<file path="src/rtl/interboard_rx_pkg.sv">
// Shared definitions for the board-to-board link: message codes, frame geometry,
// bit positions and receiver state encodings.
package interboard_rx_pkg;

    localparam int FRAME_BEATS = 4;
    localparam int BEAT_W      = 6;
    localparam int FRAME_W     = FRAME_BEATS * BEAT_W;

    localparam logic [3:0] MSG_TABLE_TAKE      = 4'd0;
    localparam logic [3:0] MSG_TABLE_DOWN      = 4'd1;
    localparam logic [3:0] MSG_TABLE_SHIFT     = 4'd2;
    localparam logic [3:0] MSG_HAND_TAKE       = 4'd3;
    localparam logic [3:0] MSG_HAND_DOWN       = 4'd4;
    localparam logic [3:0] MSG_STATE_TURN      = 4'd5;
    localparam logic [3:0] MSG_STATE_SCORE     = 4'd6;
    localparam logic [3:0] MSG_STATE_RST_TABLE = 4'd7;
    localparam logic [3:0] MSG_RST             = 4'hF;

    localparam int MARK_BIT   = 0;
    localparam int PAR_BIT    = 1;
    localparam int FIELDS_LO  = 2;
    localparam int FIELDS_HI  = 23;

    typedef enum logic [1:0] {
        S_WAIT_REQ = 2'd0,
        S_WAIT_REL = 2'd1,
        S_DECODE   = 2'd2
    } rx_state_t;

    // Field order matches frame bits [23:2], MSB first.
    typedef struct packed {
        logic [3:0] msg_type;
        logic       move_dir;
        logic [2:0] sel_len;
        logic [4:0] block_x;
        logic [2:0] block_y;
        logic [5:0] card;
    } ib_fields_t;

    function automatic logic frame_ok(input logic [FRAME_W-1:0] f);
        return f[MARK_BIT] && !(^f[FIELDS_HI:PAR_BIT]);
    endfunction

endpackage

</file>
<file path="src/rtl/interboard_rx_if.sv">
// Peer handshake bundle: req/data from the transmitter, ack back from the receiver.
interface interboard_rx_if;
    import interboard_rx_pkg::*;

    logic              ib_req;
    logic [BEAT_W-1:0] ib_data;
    logic              ib_ack;

    modport master (output ib_req, output ib_data, input ib_ack);
    modport slave  (input ib_req, input ib_data, output ib_ack);

endinterface

</file>
<file path="src/rtl/interboard_rx_sync_ff.sv">
// Multi-flop synchroniser for a single asynchronous control bit.
module sync_ff #(
    parameter int STAGES = 2
) (
    input  logic clk,
    input  logic rst_n,
    input  logic d,
    output logic q
);

    logic [STAGES-1:0] chain;

    always_ff @(posedge clk or negedge rst_n) begin
        if (!rst_n) chain <= '0;
        else        chain <= {chain[STAGES-2:0], d};
    end

    assign q = chain[STAGES-1];

endmodule

</file>
<file path="src/rtl/interboard_rx.sv">
// Receive end of the board-to-board link: 4-beat req/ack deserialiser, frame check,
// command decode, mid-frame timeout and stale-request drain.
module interboard_rx
    import interboard_rx_pkg::*;
#(
    parameter int TIMEOUT_CYC = 1_000_000,
    parameter int SYNC_STAGES = 2
) (
    input  logic              clk,
    input  logic              rst_n,
    interboard_rx_if.slave    ib,
    output logic              interboard_en,
    output logic              interboard_move_dir,
    output logic [3:0]        interboard_msg_type,
    output logic [4:0]        interboard_block_x,
    output logic [2:0]        interboard_block_y,
    output logic [5:0]        interboard_card,
    output logic [2:0]        interboard_sel_len,
    output logic              interboard_rst,
    output logic              frame_err,
    output logic              busy
);

    localparam int            TW     = (TIMEOUT_CYC > 2) ? $clog2(TIMEOUT_CYC) : 1;
    localparam logic [TW-1:0] TLIMIT = TW'(TIMEOUT_CYC - 1);

    logic               req_s;
    rx_state_t          state;
    logic [1:0]         beat;
    logic [FRAME_W-1:0] sh;
    logic [TW-1:0]      tcnt;
    logic               drain;
    logic               ack;
    logic               counting;
    logic               timeout;
    ib_fields_t         fr;

    sync_ff #(.STAGES(SYNC_STAGES)) u_req_sync (
        .clk   (clk),
        .rst_n (rst_n),
        .d     (ib.ib_req),
        .q     (req_s)
    );

    assign fr       = sh[FIELDS_HI:FIELDS_LO];
    assign counting = (state == S_WAIT_REL) || ((state == S_WAIT_REQ) && (beat != 2'd0));
    assign timeout  = counting && (tcnt == TLIMIT);
    assign busy     = (beat != 2'd0) || (state != S_WAIT_REQ);
    assign ib.ib_ack = ack;

    // Handshake FSM; a timeout overrides any state and drops back to idle with an
    // error strobe. If the peer is still holding req, drain blocks re-capture of that beat.
    always_ff @(posedge clk or negedge rst_n) begin
        if (!rst_n) begin
            state               <= S_WAIT_REQ;
            beat                <= 2'd0;
            sh                  <= '0;
            tcnt                <= '0;
            drain               <= 1'b0;
            ack                 <= 1'b0;
            interboard_en       <= 1'b0;
            interboard_rst      <= 1'b0;
            frame_err           <= 1'b0;
            interboard_move_dir <= 1'b0;
            interboard_msg_type <= '0;
            interboard_block_x  <= '0;
            interboard_block_y  <= '0;
            interboard_card     <= '0;
            interboard_sel_len  <= '0;
        end else begin
            interboard_en  <= 1'b0;
            interboard_rst <= 1'b0;
            frame_err      <= 1'b0;
            if (drain && !req_s) drain <= 1'b0;

            if (timeout) begin
                ack       <= 1'b0;
                beat      <= 2'd0;
                frame_err <= 1'b1;
                state     <= S_WAIT_REQ;
                tcnt      <= '0;
                drain     <= req_s;
            end else begin
                case (state)
                    S_WAIT_REQ: begin
                        if (req_s && !drain) begin
                            sh    <= {sh[FRAME_W-BEAT_W-1:0], ib.ib_data};
                            ack   <= 1'b1;
                            state <= S_WAIT_REL;
                            tcnt  <= '0;
                        end else if (counting) begin
                            tcnt <= tcnt + 1'b1;
                        end
                    end
                    S_WAIT_REL: begin
                        if (!req_s) begin
                            ack   <= 1'b0;
                            beat  <= beat + 2'd1;
                            state <= (beat == 2'd3) ? S_DECODE : S_WAIT_REQ;
                            tcnt  <= '0;
                        end else begin
                            tcnt <= tcnt + 1'b1;
                        end
                    end
                    S_DECODE: begin
                        if (!frame_ok(sh)) begin
                            frame_err <= 1'b1;
                        end else if (fr.msg_type == MSG_RST) begin
                            interboard_rst <= 1'b1;
                        end else begin
                            interboard_en       <= 1'b1;
                            interboard_msg_type <= fr.msg_type;
                            interboard_move_dir <= fr.move_dir;
                            interboard_sel_len  <= fr.sel_len;
                            interboard_block_x  <= fr.block_x;
                            interboard_block_y  <= fr.block_y;
                            interboard_card     <= fr.card;
                        end
                        beat  <= 2'd0;
                        state <= S_WAIT_REQ;
                        tcnt  <= '0;
                    end
                    default: begin
                        state <= S_WAIT_REQ;
                        tcnt  <= '0;
                    end
                endcase
            end
        end
    end

endmodule

</file>
<file path="src/flat_wrapper.sv">
// flat-port wrapper written by rule: the top's interface ports become plain ports
module interboard_rx_flat import interboard_rx_pkg::*;
#(
    parameter int TIMEOUT_CYC = 1_000_000,
    parameter int SYNC_STAGES = 2
)
  (clk, rst_n, interboard_en, interboard_move_dir, interboard_msg_type, interboard_block_x, interboard_block_y, interboard_card, interboard_sel_len, interboard_rst, frame_err, busy, ib_ib_req, ib_ib_data, ib_ib_ack);
  interboard_rx_if ib_i ();
  input  logic clk;
  input  logic rst_n;
  output logic interboard_en;
  output logic interboard_move_dir;
  output logic [3:0] interboard_msg_type;
  output logic [4:0] interboard_block_x;
  output logic [2:0] interboard_block_y;
  output logic [5:0] interboard_card;
  output logic [2:0] interboard_sel_len;
  output logic interboard_rst;
  output logic frame_err;
  output logic busy;
  input wire logic [$bits(ib_i.ib_req)-1:0] ib_ib_req;
  input wire logic [$bits(ib_i.ib_data)-1:0] ib_ib_data;
  output wire logic [$bits(ib_i.ib_ack)-1:0] ib_ib_ack;
  assign ib_i.ib_req = ib_ib_req;
  assign ib_i.ib_data = ib_ib_data;
  assign ib_ib_ack = ib_i.ib_ack;
  interboard_rx #(.TIMEOUT_CYC(TIMEOUT_CYC), .SYNC_STAGES(SYNC_STAGES)) u_core (.clk(clk), .rst_n(rst_n), .ib(ib_i), .interboard_en(interboard_en), .interboard_move_dir(interboard_move_dir), .interboard_msg_type(interboard_msg_type), .interboard_block_x(interboard_block_x), .interboard_block_y(interboard_block_y), .interboard_card(interboard_card), .interboard_sel_len(interboard_sel_len), .interboard_rst(interboard_rst), .frame_err(frame_err), .busy(busy));
endmodule
</file>
<file path="config.mk">
export PLATFORM = sky130hd
export DESIGN_NAME = interboard_rx_flat
export DESIGN_NICKNAME = d
export VERILOG_FILES = /design/src/rtl/interboard_rx_pkg.sv /design/src/rtl/interboard_rx_if.sv /design/src/rtl/interboard_rx_sync_ff.sv /design/src/rtl/interboard_rx.sv /design/src/flat_wrapper.sv
export SDC_FILE = /design/constraint.sdc
export NUM_CORES = 1
export LEC_CHECK = 0
export CAP_MARGIN = 20
export CELL_PAD_IN_SITES_DETAIL_PLACEMENT = 1
export CELL_PAD_IN_SITES_GLOBAL_PLACEMENT = 1
export CORE_AREA = 5 5 91 93
export CTS_BUF_LIST = sky130_fd_sc_hd__clkbuf_8 sky130_fd_sc_hd__clkbuf_16
export DETAILED_ROUTE_END_ITERATION = 16
export DIE_AREA = 0 0 96 98
export PLACE_DENSITY_LB_ADDON = 0.1
export SETUP_SLACK_MARGIN = 0.2
export SYNTH_ARGS = -nofsm -noshare
export SYNTH_HDL_FRONTEND = slang
export SYNTH_SLANG_ARGS = --single-unit
</file>
<file path="constraint.sdc">
create_clock -name clk -period 7.3 [get_ports clk]
set_clock_uncertainty 0.05 [all_clocks]
set_input_delay 1.46 -clock clk [delete_from_list [all_inputs] [get_ports clk]]
set_output_delay 1.46 -clock clk [all_outputs]
set_load 0.01 [all_outputs]
</file>
# == Yosys cells after proc, flatten, opt, wreduce, memory -nomap -nowiden ==
# Index checks and enable logic that the tools add are counted.
# W data, S select, Z words.
# totals
word_cells,80
inputBits,9
regBits,77
out_inout_bits,27
# op_classes
n_mux,30
n_eq_ne,8
bitwise_logic,2
reduce_logical,22
add_sub_neg,2
# ops
cell,count
$mux W20,4
$pmux W20 S2,1
$reduce_xor A23 Y1,1
$add A20 B1 Y20 const B,1
$eq A20 B20 Y1 const B,1
$mux W1,16
$mux W2,6
$pmux W2 S2,2
$ne A3 B2 Y1 const B,2
$reduce_and A3 Y1,2
$reduce_bool A2 Y1,3
$reduce_bool A3 Y1,2
$logic_and A1 B1 Y1,5
$eq A2 B2 Y1 const B,2
$eq A4 B4 Y1 const B,1
$ne A4 B2 Y1 const B,1
$reduce_and A2 Y1,2
$reduce_and A4 Y1,1
$logic_not A1 Y1,3
$add A2 B1 Y2 const B,1
$eq A2 B1 Y1 const B,1
$logic_not A2 Y1,1
$logic_or A1 B1 Y1,2
$not A1 Y1,2
$pmux W1 S2,1

# == Depth between registers and ports, before layout ==
# depth
word_depth,7
depth_mapped,9
ltp_nobuf,8

# == Modules after synthesis ==
# A second synthesis with hierarchy kept.
# unflattened
cells_unflattened,296
area_unflattened_um2,3597.2
# modules_own_cells
mod,area_per_inst_um2,seq_area_each_um2,cells_per_inst,instances
interboard_rx,3547.2,1876.8,294,1
sync_ff,50.0,50.0,2,1

# == Worst setup path after synthesis ==
# Ideal clock, no wire load.
# synth_path
kind,reg-to-reg
from,reg u_core.tcnt[0]
to,reg u_core.sh[10]
n_path_buf,1
setup_slack_ps,4893
t_arrival_ps,2232
stages_incl_launch_ff,8
synth_period_minus_slack_ps,2407
setup_ps,125
required_ps,7125
cell_sequence,dfrtp_1 -> ha_1 -> nand2_1 -> or4_4 -> or2_1 -> o211ai_4 -> buf_6 -> mux2_2
# synth_between
elab_chain_cells,4
# synth_rtl
element,line_no,rtl
from (decl),interboard_rx.sv:31,logic [TW-1:0] tcnt;
from (signal assigned),interboard_rx.sv:92,tcnt <= tcnt + 1'b1;
from (signal assigned),interboard_rx.sv:102,tcnt <= tcnt + 1'b1;
$eq A20 B20 Y1,interboard_rx.sv:47,assign timeout = counting && (tcnt == TLIMIT);
$logic_and A1 B1 Y1,interboard_rx.sv:47,
$not A1 Y1 (no source line),-,
$reduce_and A3 Y1 (no source line),-,
to (signal assigned),interboard_rx.sv:87,"sh <= {sh[FRAME_W-BEAT_W-1:0], ib.ib_data};"
to (decl),interboard_rx.sv:30,logic [FRAME_W-1:0] sh;
# Every way passes these cells.
# A chain may end at the register's enable or synchronous reset.

# == Worst setup path after layout ==
# layout_path
from,reg u_core.state[0]
to,out busy
# layout_between
elab_chain_cells,2
# layout_rtl
element,line_no,rtl
from (decl),interboard_rx.sv:28,rx_state_t state;
from (signal assigned),interboard_rx.sv:99,state <= (beat == 2'd3) ? S_DECODE : S_WAIT_REQ;
$reduce_bool A2 Y1,interboard_rx.sv:48,assign busy = (beat != 2'd0) || (state != S_WAIT_REQ);
$logic_or A1 B1 Y1,interboard_rx.sv:48,
to (decl),flat_wrapper.sv:20,output logic busy;
# Every way passes these cells.

==> summary.md <==
| Metric | Value |
|---|---|
| First-pass GRT wire length | around 12000 µm |
| FP Rows | 32 |
| Crit-path max FO | 6 |
| Layout cells sized above 1 | 0.210 |
| Layout Utilization | 0.566 |
| Final min period | about 3300 ps |
| Largest net degree at the start of global routing | 78 |
| HP Class | reg -> reg |
| Final worst slack | between 4000 and 5000 ps |
| CTS Hold Buffers Added | 0 |
| Vias in the first global route | ~2400 |
| Static leakage | approximately 0.0018 µW |
| Worst EP required | approximately 5800 ps |
| Syn Nets | about 300 |
| Period utilisation layout | 0.450 |
| Slew @ Worst Pin | 854 ps |
| Port bufs | 35 |
| Post-synthesis register bit count | just under 80 |
| Layout Nets | between 300 and 400 |
| Top cells by area, synth | dfrtp_1 (55%), mux2_2 (14%), xnor2_1 (6.0%) |
| Type of origin of the critical path | flip-flop |
| Initial DRC Count | 38 |
| Root buffer cell | clkbuf_8 |
| Buffers and inverters on the worst path | 2 |
| Fin. Hold Viols | 0 |
| Max Root-Sink Buffers | 2 |
| H-tree depth | 3 |
| Post-synth EDFFs | 0 |
| CTS resizes | 0 |
| Dpl ws | between 4000 and 5000 ps |
| Cts bufs inserted | 9 |
| IO Count | 36 |
| Syn. warnings | 0 |
| Final TNS setup | 0 ps |
| F_max | 304 MHz |
| Worst Path Arrival | roughly 1800 ps |
| Top_reg_cell synth | dfrtp_1 |
| Critical path, cell by cell | inv_1, ha_1, nand2_1, clkdlybuf4s50_1 |
| Worst skew pair latency | ~340 ps |
| Netlist cell types | approximately 40 |
| Drt via density | between 5 and 6 |
| Async set or reset register ratio after synthesis | 1.00 |
| CTS sink cnt | 77 |
| Top post-synthesis cells by count | dfrtp_1 (77), mux2_2 (44), nor2_1 (27) |
| Area growth, synth to finish | 20.4% |
| Grt total ovfl | 0 |
| CP top delay family | buffers and inverters |
| Clock edge transition at the registers on the reported setup and hold paths | 80 ps |
| Worst vdd ir | roughly 290 µV |
| Synth Instances | approximately 280 |
| Most frequent cell after synthesis | dfrtp_1 |
| Area leader, netlist | dfrtp_1 |
| Pwr dens | between 400 and 500 mW/mm² |
| DIE AREA | ~0.0094 mm² |
| Initial antenna violation count | 0 |
| Die height | 98 µm |
| Seq/Total Area, Yosys | 0.551 |
| # Post-CTS Setup Buffers | 0 |
| Unrepaired setup endpoints after global routing | false |
| Slowest-stage cell, CP | clkdlybuf4s50_1 |
| WL final | approximately 6700 µm |
| Max-slew headroom | 0.428 |
| Final setup viols | 0 |
| Synthesized area | between 0.003 and 0.004 mm² |
| Max cap viols | 0 |
| Starting Density | 0.470 |
| Residual DRC | 0 |
| Synthesized area per cell | about 12 µm² |
| CTS tree | done |
| Yosys top cell area share | 0.551 |
| Die W | around 96 µm |
| Overall Global Routing Usage | 0.162 |
| Crit Path Class | reg -> out |
| Setup crit end kind | output pin |
| RD Place Congestion | slightly above 0.7 |
| Crit-path max cell delay | 500 ps |
| Max Transition Viols Final | 0 |
| Final antenna diode count | 0 |
| Drt pass-1 iters | 4 |
| Via count | between 2000 and 2500 |
| DRT antenna net count | 0 |
| Wire per inst | 15.6 µm |
| Core footprint | roughly 0.0074 mm² |
| Status | complete, no violations |
| Final HPWL from detailed placement | around 4600 µm |
-- sequential cells by signal, indices dropped and copies added (netlist names) --
name / flops
u_core.drain: 1
u_core.interboard_sel_len: 3
u_core.interboard_block_x: 5
u_core.interboard_en: 1
u_core.interboard_rst: 1
u_core.interboard_card: 6
u_core.beat: 2
u_core.tcnt: 20
u_core.ib.ib_ack: 1
u_core.u_req_sync.chain: 2
u_core.frame_err: 1
u_core.interboard_move_dir: 1
u_core.interboard_block_y: 3
u_core.sh: 24
u_core.state: 2
u_core.interboard_msg_type: 4
-- layout make-up --
| cell class | count | area (µm²) |
|---|---|---|
| multi-input cells | 188 | 1490 |
| flip-flops and latches | 77 | 1930 |
| repair buffers | 36 | 375 |
| clock buffers | 10 | 138 |
| clock inverters | 6 | 118 |
| inverters | 11 | 41.3 |
| well taps | 102 | 128 |
| fillers | 789 | 3230 |
-- worst paths after layout --
| check | start | endpoint | slack, ps | depth (start not counted) |
|---|---|---|---|---|
| worst max-delay path | u_core.state[0] | busy | 4010 | 4 |
| worst min-delay path | u_core.u_req_sync.chain[0] | u_core.u_req_sync.chain[1] | 310 | 0 |
| worst max register to register | u_core.tcnt[0] | u_core.sh[8] | 4430 | 6 |
| worst min register to register | u_core.u_req_sync.chain[0] | u_core.u_req_sync.chain[1] | 310 | 0 |
| max in group asynchronous | rst_n | u_core.tcnt[14] | 5630 | 2 |
| min in group asynchronous | rst_n | u_core.interboard_move_dir | 1000 | 1 |
-- logic make-up after synthesis --
| logic type | Yosys count | share of synthesized area |
|---|---|---|
| AO/OA/AOI/OAI | 17 | 0.0368 |
| flip-flops | 77 | 0.551 |
| buffers and inverters | 17 | 0.0247 |
| XOR/XNOR | 38 | 0.0990 |
| multiplexers | 45 | 0.145 |
| adder cells (fa/ha/maj) | 7 | 0.0250 |
| AND/OR/NAND/NOR | 81 | 0.119 |
-- power breakdown --
| group | internal [µW] | leakage, µW | switching, µW |
|---|---|---|---|
| Sequential | 567 | 0.000996 | 125 |
| Combinational | 495 | 0.000728 | 388 |
| Clock | 240 | 0.000125 | 166 |
| Total | 1300 | 0.00185 | 679 |
-- stage by stage --
stage	total power, µW	hold slack, ps	cells	area [µm²]
2_1_floorplan	1330	281	282	3500
3_3_place_gp	1570	293	413	3930
3_5_place_dp	1590	294	413	3930
4_1_cts	2010	314	429	4190
5_1_grt	2110	336	430	4210
6_report	1980	311	430	4210
-- metal layers --
layer	wire length [µm]	vias to the layer above	share of wire	global-route usage
met3	192	7	0.029	0.0370
li1	-	1047	-	-
met1	2860	1116	0.43	0.201
met2	3570	25	0.53	0.273
met5	0	-	0	0
met4	85	0	0.013	0.0558
-- cells in the final DEF (no fill, tap or decap), drive strengths merged, types with 8 or more instances in the layout --
cell / n
clkbuf: 10
clkdlybuf4s50: 34
dfrtp: 77
inv: 13
mux2: 45
nand2: 16
nand3: 8
nor2: 27
nor3: 8
xnor2: 24
xor2: 13
-- worst reg2reg max path: stages (launching register included) --
cell and delay (ps):
dfrtp_1 400, ha_1 210, nand2_1 110, or4_4 550, or2_1 310, o211ai_4 720
mux2_2 420
Note: power is estimated with default switching activity, not from simulation.
